File: src/rtl/mcpu_ctrl_pkg.sv
// Shared definitions for the multi-cycle MIPS-subset controller: state encodings, opcodes,
// datapath mux codes and the bundled control-strobe word.
package mcpu_ctrl_pkg;

  typedef enum logic [3:0] {
    StFetch   = 4'd0,
    StDecode  = 4'd1,
    StMemAddr = 4'd2,
    StMemRd   = 4'd3,
    StMemWb   = 4'd4,
    StMemWr   = 4'd5,
    StExec    = 4'd6,
    StRwb     = 4'd7,
    StBranch  = 4'd8,
    StJump    = 4'd9,
    StAddiEx  = 4'd10,
    StAddiWb  = 4'd11,
    StTrap    = 4'd12
  } state_e;

  localparam logic [5:0] OpR    = 6'b000000;
  localparam logic [5:0] OpLw   = 6'b100011;
  localparam logic [5:0] OpSw   = 6'b101011;
  localparam logic [5:0] OpBeq  = 6'b000100;
  localparam logic [5:0] OpJ    = 6'b000010;
  localparam logic [5:0] OpAddi = 6'b001000;

  localparam logic [1:0] AluAdd   = 2'b00;
  localparam logic [1:0] AluSub   = 2'b01;
  localparam logic [1:0] AluFunct = 2'b10;

  localparam logic [1:0] SrcBReg   = 2'b00;
  localparam logic [1:0] SrcBFour  = 2'b01;
  localparam logic [1:0] SrcBImm   = 2'b10;
  localparam logic [1:0] SrcBImmSh = 2'b11;

  localparam logic [1:0] PcAlu    = 2'b00;
  localparam logic [1:0] PcAluOut = 2'b01;
  localparam logic [1:0] PcJump   = 2'b10;

  typedef struct packed {
    logic       pc_write;
    logic       pc_write_cond;
    logic       iord;
    logic       mem_read;
    logic       mem_wr;
    logic       ir_write;
    logic       m2r;
    logic       reg_dst;
    logic       reg_wr;
    logic       alu_src_a;
    logic [1:0] alu_src_b;
    logic [1:0] alu_op;
    logic [1:0] pc_source;
  } ctrl_t;

endpackage

File: src/rtl/mcpu_ctrl_if.sv
// Controller <-> datapath signal bundle. master = controller side, slave = datapath side.
interface mcpu_ctrl_if #(
  parameter int unsigned CNT_W = 16
);
  logic [5:0]       opcode;
  logic             zero;
  logic             PCWrite;
  logic             PCWriteCond;
  logic             pc_en;
  logic             IorD;
  logic             MemRead;
  logic             MemWr;
  logic             IRWrite;
  logic             M2R;
  logic             RegDst;
  logic             regWr;
  logic             ALUSrcA;
  logic [1:0]       ALUSrcB;
  logic [1:0]       ALUop;
  logic [1:0]       PCSource;
  logic [3:0]       state;
  logic             retire;
  logic             trap;
  logic [CNT_W-1:0] instr_cnt;

  modport master (
    input  opcode, zero,
    output PCWrite, PCWriteCond, pc_en, IorD, MemRead, MemWr, IRWrite, M2R, RegDst, regWr,
           ALUSrcA, ALUSrcB, ALUop, PCSource, state, retire, trap, instr_cnt
  );

  modport slave (
    output opcode, zero,
    input  PCWrite, PCWriteCond, pc_en, IorD, MemRead, MemWr, IRWrite, M2R, RegDst, regWr,
           ALUSrcA, ALUSrcB, ALUop, PCSource, state, retire, trap, instr_cnt
  );
endinterface

File: src/rtl/mcpu_ctrl_wait_ctr.sv
// Memory wait-state counter: counts 0..MEM_WAIT while enabled, done marks the final cycle.
module mcpu_ctrl_wait_ctr #(
  parameter int unsigned MEM_WAIT = 0
) (
  input  logic CLK,
  input  logic reset,
  input  logic en,
  input  logic clr,
  output logic done
);
  localparam int unsigned WcntW = (MEM_WAIT == 0) ? 1 : $clog2(MEM_WAIT + 1);

  logic [WcntW-1:0] wcnt_q, wcnt_d;

  assign done = (wcnt_q == WcntW'(MEM_WAIT));

  always_comb begin
    wcnt_d = wcnt_q;
    if (clr) begin
      wcnt_d = '0;
    end else if (en && !done) begin
      wcnt_d = wcnt_q + WcntW'(1);
    end
  end

  always_ff @(posedge CLK or negedge reset) begin
    if (!reset) begin
      wcnt_q <= '0;
    end else begin
      wcnt_q <= wcnt_d;
    end
  end
endmodule

File: src/rtl/mcpu_ctrl.sv
// Multi-cycle Moore control FSM (FETCH/DECODE/EXEC/MEM/WB) with memory wait states,
// sticky illegal-opcode trap and retired-instruction counter.
module mcpu_ctrl
  import mcpu_ctrl_pkg::*;
#(
  parameter int unsigned MEM_WAIT = 0,
  parameter int unsigned CNT_W    = 16
) (
  input logic         CLK,
  input logic         reset,
  mcpu_ctrl_if.master bus
);
  state_e           state_q, state_d;
  ctrl_t            ctrl, ctrl_out;
  logic             wait_en, wait_clr, wait_done;
  logic             retire_raw;
  logic [CNT_W-1:0] cnt_q;

  mcpu_ctrl_wait_ctr #(
    .MEM_WAIT(MEM_WAIT)
  ) u_wait (
    .CLK  (CLK),
    .reset(reset),
    .en   (wait_en),
    .clr  (wait_clr),
    .done (wait_done)
  );

  assign wait_en  = state_q inside {StFetch, StMemRd, StMemWr};
  assign wait_clr = (state_d != state_q);

  always_comb begin
    state_d = state_q;
    case (state_q)
      StFetch:   if (wait_done) state_d = StDecode;
      StDecode: begin
        case (bus.opcode)
          OpLw, OpSw: state_d = StMemAddr;
          OpR:        state_d = StExec;
          OpBeq:      state_d = StBranch;
          OpJ:        state_d = StJump;
          OpAddi:     state_d = StAddiEx;
          default:    state_d = StTrap;
        endcase
      end
      StMemAddr: state_d = (bus.opcode == OpSw) ? StMemWr : StMemRd;
      StMemRd:   if (wait_done) state_d = StMemWb;
      StMemWr:   if (wait_done) state_d = StFetch;
      StExec:    state_d = StRwb;
      StAddiEx:  state_d = StAddiWb;
      StMemWb, StRwb, StBranch, StJump, StAddiWb: state_d = StFetch;
      StTrap:    state_d = StTrap;
      default:   state_d = StFetch;
    endcase
  end

  always_comb begin
    ctrl       = '0;
    retire_raw = 1'b0;
    case (state_q)
      StFetch: begin
        ctrl.mem_read  = 1'b1;
        ctrl.alu_src_b = SrcBFour;
        ctrl.alu_op    = AluAdd;
        ctrl.pc_source = PcAlu;
        ctrl.ir_write  = wait_done;
        ctrl.pc_write  = wait_done;
      end
      StDecode: ctrl.alu_src_b = SrcBImmSh;
      StMemAddr, StAddiEx: begin
        ctrl.alu_src_a = 1'b1;
        ctrl.alu_src_b = SrcBImm;
      end
      StMemRd: begin
        ctrl.mem_read = 1'b1;
        ctrl.iord     = 1'b1;
      end
      StMemWb: begin
        ctrl.reg_wr = 1'b1;
        ctrl.m2r    = 1'b1;
        retire_raw  = 1'b1;
      end
      StMemWr: begin
        ctrl.mem_wr = 1'b1;
        ctrl.iord   = 1'b1;
        retire_raw  = wait_done;
      end
      StExec: begin
        ctrl.alu_src_a = 1'b1;
        ctrl.alu_op    = AluFunct;
      end
      StRwb: begin
        ctrl.reg_wr  = 1'b1;
        ctrl.reg_dst = 1'b1;
        retire_raw   = 1'b1;
      end
      StBranch: begin
        ctrl.alu_src_a     = 1'b1;
        ctrl.alu_op        = AluSub;
        ctrl.pc_write_cond = 1'b1;
        ctrl.pc_source     = PcAluOut;
        retire_raw         = 1'b1;
      end
      StJump: begin
        ctrl.pc_write  = 1'b1;
        ctrl.pc_source = PcJump;
        retire_raw     = 1'b1;
      end
      StAddiWb: begin
        ctrl.reg_wr = 1'b1;
        retire_raw  = 1'b1;
      end
      default: ;
    endcase
  end

  always_ff @(posedge CLK or negedge reset) begin
    if (!reset) begin
      state_q <= StFetch;
      cnt_q   <= '0;
    end else begin
      state_q <= state_d;
      if (retire_raw) cnt_q <= cnt_q + CNT_W'(1);
    end
  end

  // Strobes are masked during reset even though the state register already reads FETCH.
  assign ctrl_out = reset ? ctrl : '0;

  assign bus.PCWrite     = ctrl_out.pc_write;
  assign bus.PCWriteCond = ctrl_out.pc_write_cond;
  assign bus.pc_en       = ctrl_out.pc_write | (ctrl_out.pc_write_cond & bus.zero);
  assign bus.IorD        = ctrl_out.iord;
  assign bus.MemRead     = ctrl_out.mem_read;
  assign bus.MemWr       = ctrl_out.mem_wr;
  assign bus.IRWrite     = ctrl_out.ir_write;
  assign bus.M2R         = ctrl_out.m2r;
  assign bus.RegDst      = ctrl_out.reg_dst;
  assign bus.regWr       = ctrl_out.reg_wr;
  assign bus.ALUSrcA     = ctrl_out.alu_src_a;
  assign bus.ALUSrcB     = ctrl_out.alu_src_b;
  assign bus.ALUop       = ctrl_out.alu_op;
  assign bus.PCSource    = ctrl_out.pc_source;
  assign bus.retire      = reset & retire_raw;
  assign bus.trap        = (state_q == StTrap);
  assign bus.state       = state_q;
  assign bus.instr_cnt   = cnt_q;
endmodule

File: src/flat_wrapper.sv
// flat-port wrapper written by rule: the top's interface ports become plain ports
module mcpu_ctrl_flat import mcpu_ctrl_pkg::*;
#(
  parameter int unsigned MEM_WAIT = 0,
  parameter int unsigned CNT_W    = 16
)
  (CLK, reset, bus_opcode, bus_zero, bus_PCWrite, bus_PCWriteCond, bus_pc_en, bus_IorD, bus_MemRead, bus_MemWr, bus_IRWrite, bus_M2R, bus_RegDst, bus_regWr, bus_ALUSrcA, bus_ALUSrcB, bus_ALUop, bus_PCSource, bus_state, bus_retire, bus_trap, bus_instr_cnt);
  mcpu_ctrl_if #(.CNT_W(CNT_W)) bus_i ();
  input logic CLK;
  input logic reset;
  input wire logic [$bits(bus_i.opcode)-1:0] bus_opcode;
  input wire logic [$bits(bus_i.zero)-1:0] bus_zero;
  output wire logic [$bits(bus_i.PCWrite)-1:0] bus_PCWrite;
  output wire logic [$bits(bus_i.PCWriteCond)-1:0] bus_PCWriteCond;
  output wire logic [$bits(bus_i.pc_en)-1:0] bus_pc_en;
  output wire logic [$bits(bus_i.IorD)-1:0] bus_IorD;
  output wire logic [$bits(bus_i.MemRead)-1:0] bus_MemRead;
  output wire logic [$bits(bus_i.MemWr)-1:0] bus_MemWr;
  output wire logic [$bits(bus_i.IRWrite)-1:0] bus_IRWrite;
  output wire logic [$bits(bus_i.M2R)-1:0] bus_M2R;
  output wire logic [$bits(bus_i.RegDst)-1:0] bus_RegDst;
  output wire logic [$bits(bus_i.regWr)-1:0] bus_regWr;
  output wire logic [$bits(bus_i.ALUSrcA)-1:0] bus_ALUSrcA;
  output wire logic [$bits(bus_i.ALUSrcB)-1:0] bus_ALUSrcB;
  output wire logic [$bits(bus_i.ALUop)-1:0] bus_ALUop;
  output wire logic [$bits(bus_i.PCSource)-1:0] bus_PCSource;
  output wire logic [$bits(bus_i.state)-1:0] bus_state;
  output wire logic [$bits(bus_i.retire)-1:0] bus_retire;
  output wire logic [$bits(bus_i.trap)-1:0] bus_trap;
  output wire logic [$bits(bus_i.instr_cnt)-1:0] bus_instr_cnt;
  assign bus_i.opcode = bus_opcode;
  assign bus_i.zero = bus_zero;
  assign bus_PCWrite = bus_i.PCWrite;
  assign bus_PCWriteCond = bus_i.PCWriteCond;
  assign bus_pc_en = bus_i.pc_en;
  assign bus_IorD = bus_i.IorD;
  assign bus_MemRead = bus_i.MemRead;
  assign bus_MemWr = bus_i.MemWr;
  assign bus_IRWrite = bus_i.IRWrite;
  assign bus_M2R = bus_i.M2R;
  assign bus_RegDst = bus_i.RegDst;
  assign bus_regWr = bus_i.regWr;
  assign bus_ALUSrcA = bus_i.ALUSrcA;
  assign bus_ALUSrcB = bus_i.ALUSrcB;
  assign bus_ALUop = bus_i.ALUop;
  assign bus_PCSource = bus_i.PCSource;
  assign bus_state = bus_i.state;
  assign bus_retire = bus_i.retire;
  assign bus_trap = bus_i.trap;
  assign bus_instr_cnt = bus_i.instr_cnt;
  mcpu_ctrl #(.MEM_WAIT(MEM_WAIT), .CNT_W(CNT_W)) u_core (.CLK(CLK), .reset(reset), .bus(bus_i));
endmodule
File: config.mk
export PLATFORM = sky130hd
export DESIGN_NAME = mcpu_ctrl_flat
export DESIGN_NICKNAME = d
export VERILOG_FILES = /design/src/rtl/mcpu_ctrl_pkg.sv /design/src/rtl/mcpu_ctrl_if.sv /design/src/rtl/mcpu_ctrl_wait_ctr.sv /design/src/rtl/mcpu_ctrl.sv /design/src/flat_wrapper.sv
export SDC_FILE = /design/constraint.sdc
export NUM_CORES = 1
export LEC_CHECK = 0
export BUFFER_PORTS_ARGS = -buffer_cell sky130_fd_sc_hd__buf_2
export CAP_MARGIN = 5
export CORE_MARGIN = 2
export CORE_UTILIZATION = 49
export CTS_CLUSTER_SIZE = 40
export DETAILED_ROUTE_END_ITERATION = 6
export GPL_TIMING_DRIVEN = 0
export HOLD_SLACK_MARGIN = 0.02
export PLACE_DENSITY = 0.87
export SYNTH_ARGS = -nofsm -noshare
export SYNTH_HDL_FRONTEND = slang
export SYNTH_SLANG_ARGS = --single-unit
File: constraint.sdc
create_clock -name CLK -period 2.4 [get_ports CLK]
set_clock_uncertainty 0.15 [all_clocks]
set_input_delay 0.48 -clock CLK [delete_from_list [all_inputs] [get_ports CLK]]
set_output_delay 0.48 -clock CLK [all_outputs]
set_load 0.02 [all_outputs]
# == Word level (Yosys, flattened, before mapping) ==
# Index checks and enable logic that the tools add are counted.
# totals
wordCells,62
out_inout_bits,39
in_bits,9
ff_bits,21
# op_classes
n_reduce_logical,12
muxes,23
eq_ne,18
n_addsub,2
bitwise_logic,4
# op_table
cell,n
$pmux 4 s8,1
$eq 4x4->1 const B,5
$pmux 4 s5,1
$add 16x1->16 const B,1
$eq 4x3->1 const B,4
$mux 16,1
$eq 6x6->1 const B,2
$mux 4,3
$mux 1,11
$eq 4x2->1 const B,2
$pmux 2 s2,2
$reduce_or 2->1,4
$eq 6x2->1 const B,1
$eq 6x3->1 const B,1
$eq 6x4->1 const B,1
$logic_not 6->1,1
$pmux 2 s3,1
$reduce_or 5->1,1
$eq 4x1->1 const B,1
$logic_not 4->1,1
$ne 4x4->1,1
$pmux 1 s2,2
$reduce_or 4->1,1
$mux 3,1
other kinds (8),9

# == Longest topological paths before layout ==
# depth
word_depth,6
ltp_mapped,7
mapped_depth_nobuf,5

# == By module ==
# From an unflattened synthesis, not the netlist that was laid out.
# hier_totals
hier_cells,173
hier_area_um2,1458.9
# by_module_without_submodules
mod,area_each_um2,instances,seq_area_each_um2,cells_each
mcpu_ctrl,1417.6,1,500.5,170
mcpu_ctrl_wait_ctr,41.3,1,25.0,3

# == Least setup slack after synthesis ==
# No wires, ideal clock.
# synth_path
kind,reg-to-output
startpoint,register u_core.state_q[3] (netlist: u_core.bus.state[3])
endpoint,output bus_pc_en
n_path_buf,1
arrival_ns,1.896
required_time_ns,1.770
stages_incl_launch_ff,5
slack_ns,-0.126
cell_sequence,dfrtp_1 clkbuf_1 nand3_1 nor3_1 a21o_1
# synth_via
elab_chain_cells,5
word_cells_on_any_way,8
classes_between,eq/ne (2); mux (3); bitwise (2); reduce/logical (1)
# synth_rtl
element,line_no,rtl
from (decl),mcpu_ctrl.sv:13,"state_e state_q, state_d;"
from (signal assigned),mcpu_ctrl.sv:119,state_q <= StFetch;
from (signal assigned),mcpu_ctrl.sv:122,state_q <= state_d;
$eq 4x4->1,mcpu_ctrl.sv:60,case (state_q)
$mux 1,mcpu_ctrl.sv:60,
$mux 16,mcpu_ctrl.sv:128,assign ctrl_out = reset ? ctrl : '0;
net bus_PCWriteCond,flat_wrapper.sv:14,output wire logic [$bits(bus_i.PCWriteCond)-1:0] bus_PCWriteCond;
$and 1x1->1,mcpu_ctrl.sv:132,assign bus.pc_en = ctrl_out.pc_write | (ctrl_out.pc_write_cond & bus.zero);
$or 1x1->1,mcpu_ctrl.sv:132,
to (decl),flat_wrapper.sv:15,output wire logic [$bits(bus_i.pc_en)-1:0] bus_pc_en;
# The timed path passes the listed nets, and every way through them passes these cells.

# == Worst setup path in the final report ==
# layout_path
startpoint,register u_core.state_q[0] (netlist: u_core.bus.state[0])
endpoint,output bus_regWr
# layout_via
elab_chain_cells,4
word_cells_on_any_way,6
classes_between,eq/ne (3); mux (2); reduce/logical (1)
# layout_rtl
element,line_no,rtl
$eq 4x3->1 / $eq 4x4->1 (equally long branches),mcpu_ctrl.sv:60,
$reduce_or 3->1 (no source line) (*),--,
$mux 1 (*),mcpu_ctrl.sv:60,
$mux 16 (*),mcpu_ctrl.sv:128,
to (decl),flat_wrapper.sv:22,output wire logic [$bits(bus_i.regWr)-1:0] bus_regWr;
# Every way passes the cells marked *; elsewhere a longest branch is shown, timed or not.

==> impl_metrics.csv <==
group,metric,value,unit
cells_and_area,layout.nets,217,
setup_path,critPathMostFrequentCell,"buf_2",
global_route,grt_max_degree,22,
detailed_routing,vias,1305,
cells_and_area,layout_commonest_cell,"buf_2",
synth,synthDistinctLibCells,39,
flow_run,maxCapViolCount,0,
sta,worstMarginPinSlew,0.913,ns
global_route,grt_pass1_wl,4.83,mm
setup_path,start_kind,"flip-flop",
cells_and_area,nFillCells,231,
place,place_ws,0.0574,ns
setup_path,slowest_stage,"dfrtp_1",
power_and_ir_drop,p_clk_frac,0.108,
sta,rsz0062_at_grt,"true",
cells_and_area,final_cell_mix,"buf_2 (49), dfrtp_1 (20), nor2_1 (16)",
floorplan,dieHeight,56.2,µm
global_route,first_global_vias,1144,
detailed_routing,first_pass_iters,4,
synth,syn-cell-area,0.00134,mm²
setup_path,critPathKind,"reg2out",
place,dp.cells,231,
power_and_ir_drop,seq_power_share,0.335,
global_route,antenna_found_initial,0,
place,place_congestion,0.932,
global_route,globalRouteTotalUtil,0.188,
sta,hold_violations,0,
sta,final-setup-viol-count,0,
clock_tree,cts_tree,"yes",
power_and_ir_drop,p_leak,0.000882,µW
clock_tree,clk_pin_slew,0.12,ns
power_and_ir_drop,swShare,0.477,
setup_path,cp_max_fo,10,
clock_tree,htree_levels,1,
detailed_routing,drt-total-wl,2.95,mm
synth,seq_area_frac_synth,0.394,
floorplan,boundaryPins,48,
setup_path,crit_arrival,1.69,ns
worst_hold_path,hp-class,"in2reg",
sta,max_freq,0.430,GHz
sta,finalMaxSlewViolations,0,
detailed_routing,drtIter0Drc,49,
sta,setup_ws,0.0769,ns
place,dpl.hpwl,2.16,mm
cells_and_area,n_antenna_cell,0,
floorplan,dieArea,0.00316,mm²
clock_tree,post_cts_buffers,0,
detailed_routing,antenna_left,0,
cells_and_area,drive_gt1_frac,0.340,
detailed_routing,drc,0,
setup_path,critPathMaxStageDelay,0.43,ns
detailed_routing,viasPerCell,5.53,
clock_tree,numCtsBuffers,3,
setup_path,worst_ep_required_time,1.77,ns
clock_tree,cts_max_path_buffers,2,
synth,ys_ff_latch,21,
synth,synth_nets,164,
cells_and_area,syn2layout_area_growth,25.4,%
clock_tree,insertion_delay,0.30,ns
floorplan,fp.dieW,56.2,µm
synth,syn_area_per_cell,8.67,µm²
synth,postSynthCellCount,154,
synth,synth_edf_count,0,
cells_and_area,stdcell_count,236,
setup_path,crit_chain,"buf_2, clkbuf_4, nor4_1, o21a_1, buf_2",
sta,relSlewSlack,0.390,
power_and_ir_drop,power.density,954,mW/mm²
floorplan,row_count,18,
power_and_ir_drop,pwr-share-comb,0.558,
detailed_routing,drt-wirelength-per-cell,12.5,µm
power_and_ir_drop,p_sw,761,µW
setup_path,crit_buf_inv,3,
place,numPortBuffers,47,
clock_tree,cts_sinks,21,
floorplan,start_util,0.529,
synth,ys.flop_type,"dfrtp_1",
setup_path,endpoint_kind,"primary output",
sta,finalCriticalPeriod,2.32,ns
power_and_ir_drop,ir_drop,591,µV
sta,post-route-period-util,0.968,
power_and_ir_drop,p_int,835,µW
synth,async_flop_share,1.00,
clock_tree,cts-root-buf,"clkbuf_4",
floorplan,core_area,0.00252,mm²
run_status,status,"finished clean",
synth,synth_warnings,0,
global_route,grt_overflow,0,
setup_path,critical-path-top-delay-family,"buffers and inverters",
-- area by class of cell --
type                            instances  area [µm²]  share of cell area
Timing Repair Buffer                   48         245               0.146
Clock inverter                          1        7.51             0.00448
Sequential cell                        21         527               0.315
Inverter                                5        18.8              0.0112
Tap cell                               30        37.5              0.0224
Multi-Input combinational cell        118         754               0.451
Buffer                                 10        61.3              0.0366
Clock buffer                            3        22.5              0.0135
-- worst register-to-register path, cell delays in order, from the launching register on --
cell and delay (ns):
dfrtp_1 0.47, nand2_1 0.19, and4b_1 0.21, buf_4 0.15
nand4_4 0.16, or4_4 0.53, xnor2_2 0.14
-- state kept, by name (all words and copies together), names as in the netlist --
| signal | cells |
|---|---|
| u_core.bus.instr_cnt | 16 |
| u_core.bus.state | 4 |
| u_core.u_wait.wcnt_q | 1 |
-- final timing paths --
check	start	to	slack, ns	cells past startpoint
worst max-delay path	u_core.bus.state[0]	bus_regWr	0.08	5
worst min-delay path	bus_opcode[1]	u_core.bus.state[0]	0.31	3
worst max register to register	u_core.bus.state[2]	u_core.bus.instr_cnt[15]	0.30	6
worst min register to register	u_core.bus.instr_cnt[15]	u_core.bus.instr_cnt[15]	0.35	1
max in group asynchronous	reset	u_core.bus.state[3]	0.65	2
min in group asynchronous	reset	u_core.bus.instr_cnt[14]	0.83	2
-- Yosys cell counts, drive strengths merged (2+ instances only) --
cell type | instances | area (µm²)
dfrtp | 21 | 526
nor2 | 16 | 60.1
nand2 | 14 | 52.6
nor3 | 11 | 55.1
xnor2 | 10 | 95.1
o21ai | 8 | 40.0
xor2 | 7 | 61.3
clkbuf | 6 | 22.5
nand3 | 6 | 30.0
a21oi | 5 | 25.0
and3 | 5 | 31.3
inv | 5 | 18.8
buf | 4 | 26.3
nand2b | 4 | 25.0
nand4 | 4 | 40.0
a21o | 3 | 22.5
nor2b | 3 | 18.8
nor4 | 3 | 18.8
o21a | 2 | 15.0
or4 | 2 | 18.8
-- metal layers --
layer / track usage / vias up / routed length [µm]
met5: 0 / - / 0
li1: - / 647 / -
met2: 0.318 / 56 / 1390
met4: 0.0680 / 0 / 46
met1: 0.244 / 593 / 1310
met3: 0.0256 / 9 / 196
-- per-stage QoR --
stage                     hold slack [ns]   util  setup TNS (ns)  instance area (µm²)  power (µW)
final                               0.315  0.664               0                 1670        1600
after global routing                0.317  0.664         -0.0256                 1670        1710
after CTS                           0.308  0.660               0                 1660        1590
after detailed placement            0.337  0.639               0                 1610        1400
after global placement              0.327  0.639               0                 1610        1390
after floorplan                    0.0344      -               0                 1340        1150
-- power by group through the flow --
stage	Combinational (µW)	Sequential [µW]	Clock, µW
CTS	879	534	178
global placement	852	536	0
detailed placement	859	540	0
finish	890	534	172
floorplan	542	609	0
global route	972	546	195
-- logic make-up after synthesis --
family          synth area share
compound gates             0.113
flops                      0.394
fa+ha+maj                0.00937
buf+inv                   0.0506
mux                      0.00843
xor+xnor                   0.117
simple gates               0.307
-- repair_timing --
| action | 4_1_cts | 5_1_grt |
|---|---|---|
| endpoints found under the setup margin | 9 | 9 |
| cloned | 0 | 0 |
| hold endpoints to repair | 21 | 0 |
| hold buffers | 1 | 0 |
| resized for setup | 7 | 7 |
Note: power is estimated with default switching activity, not from simulation.
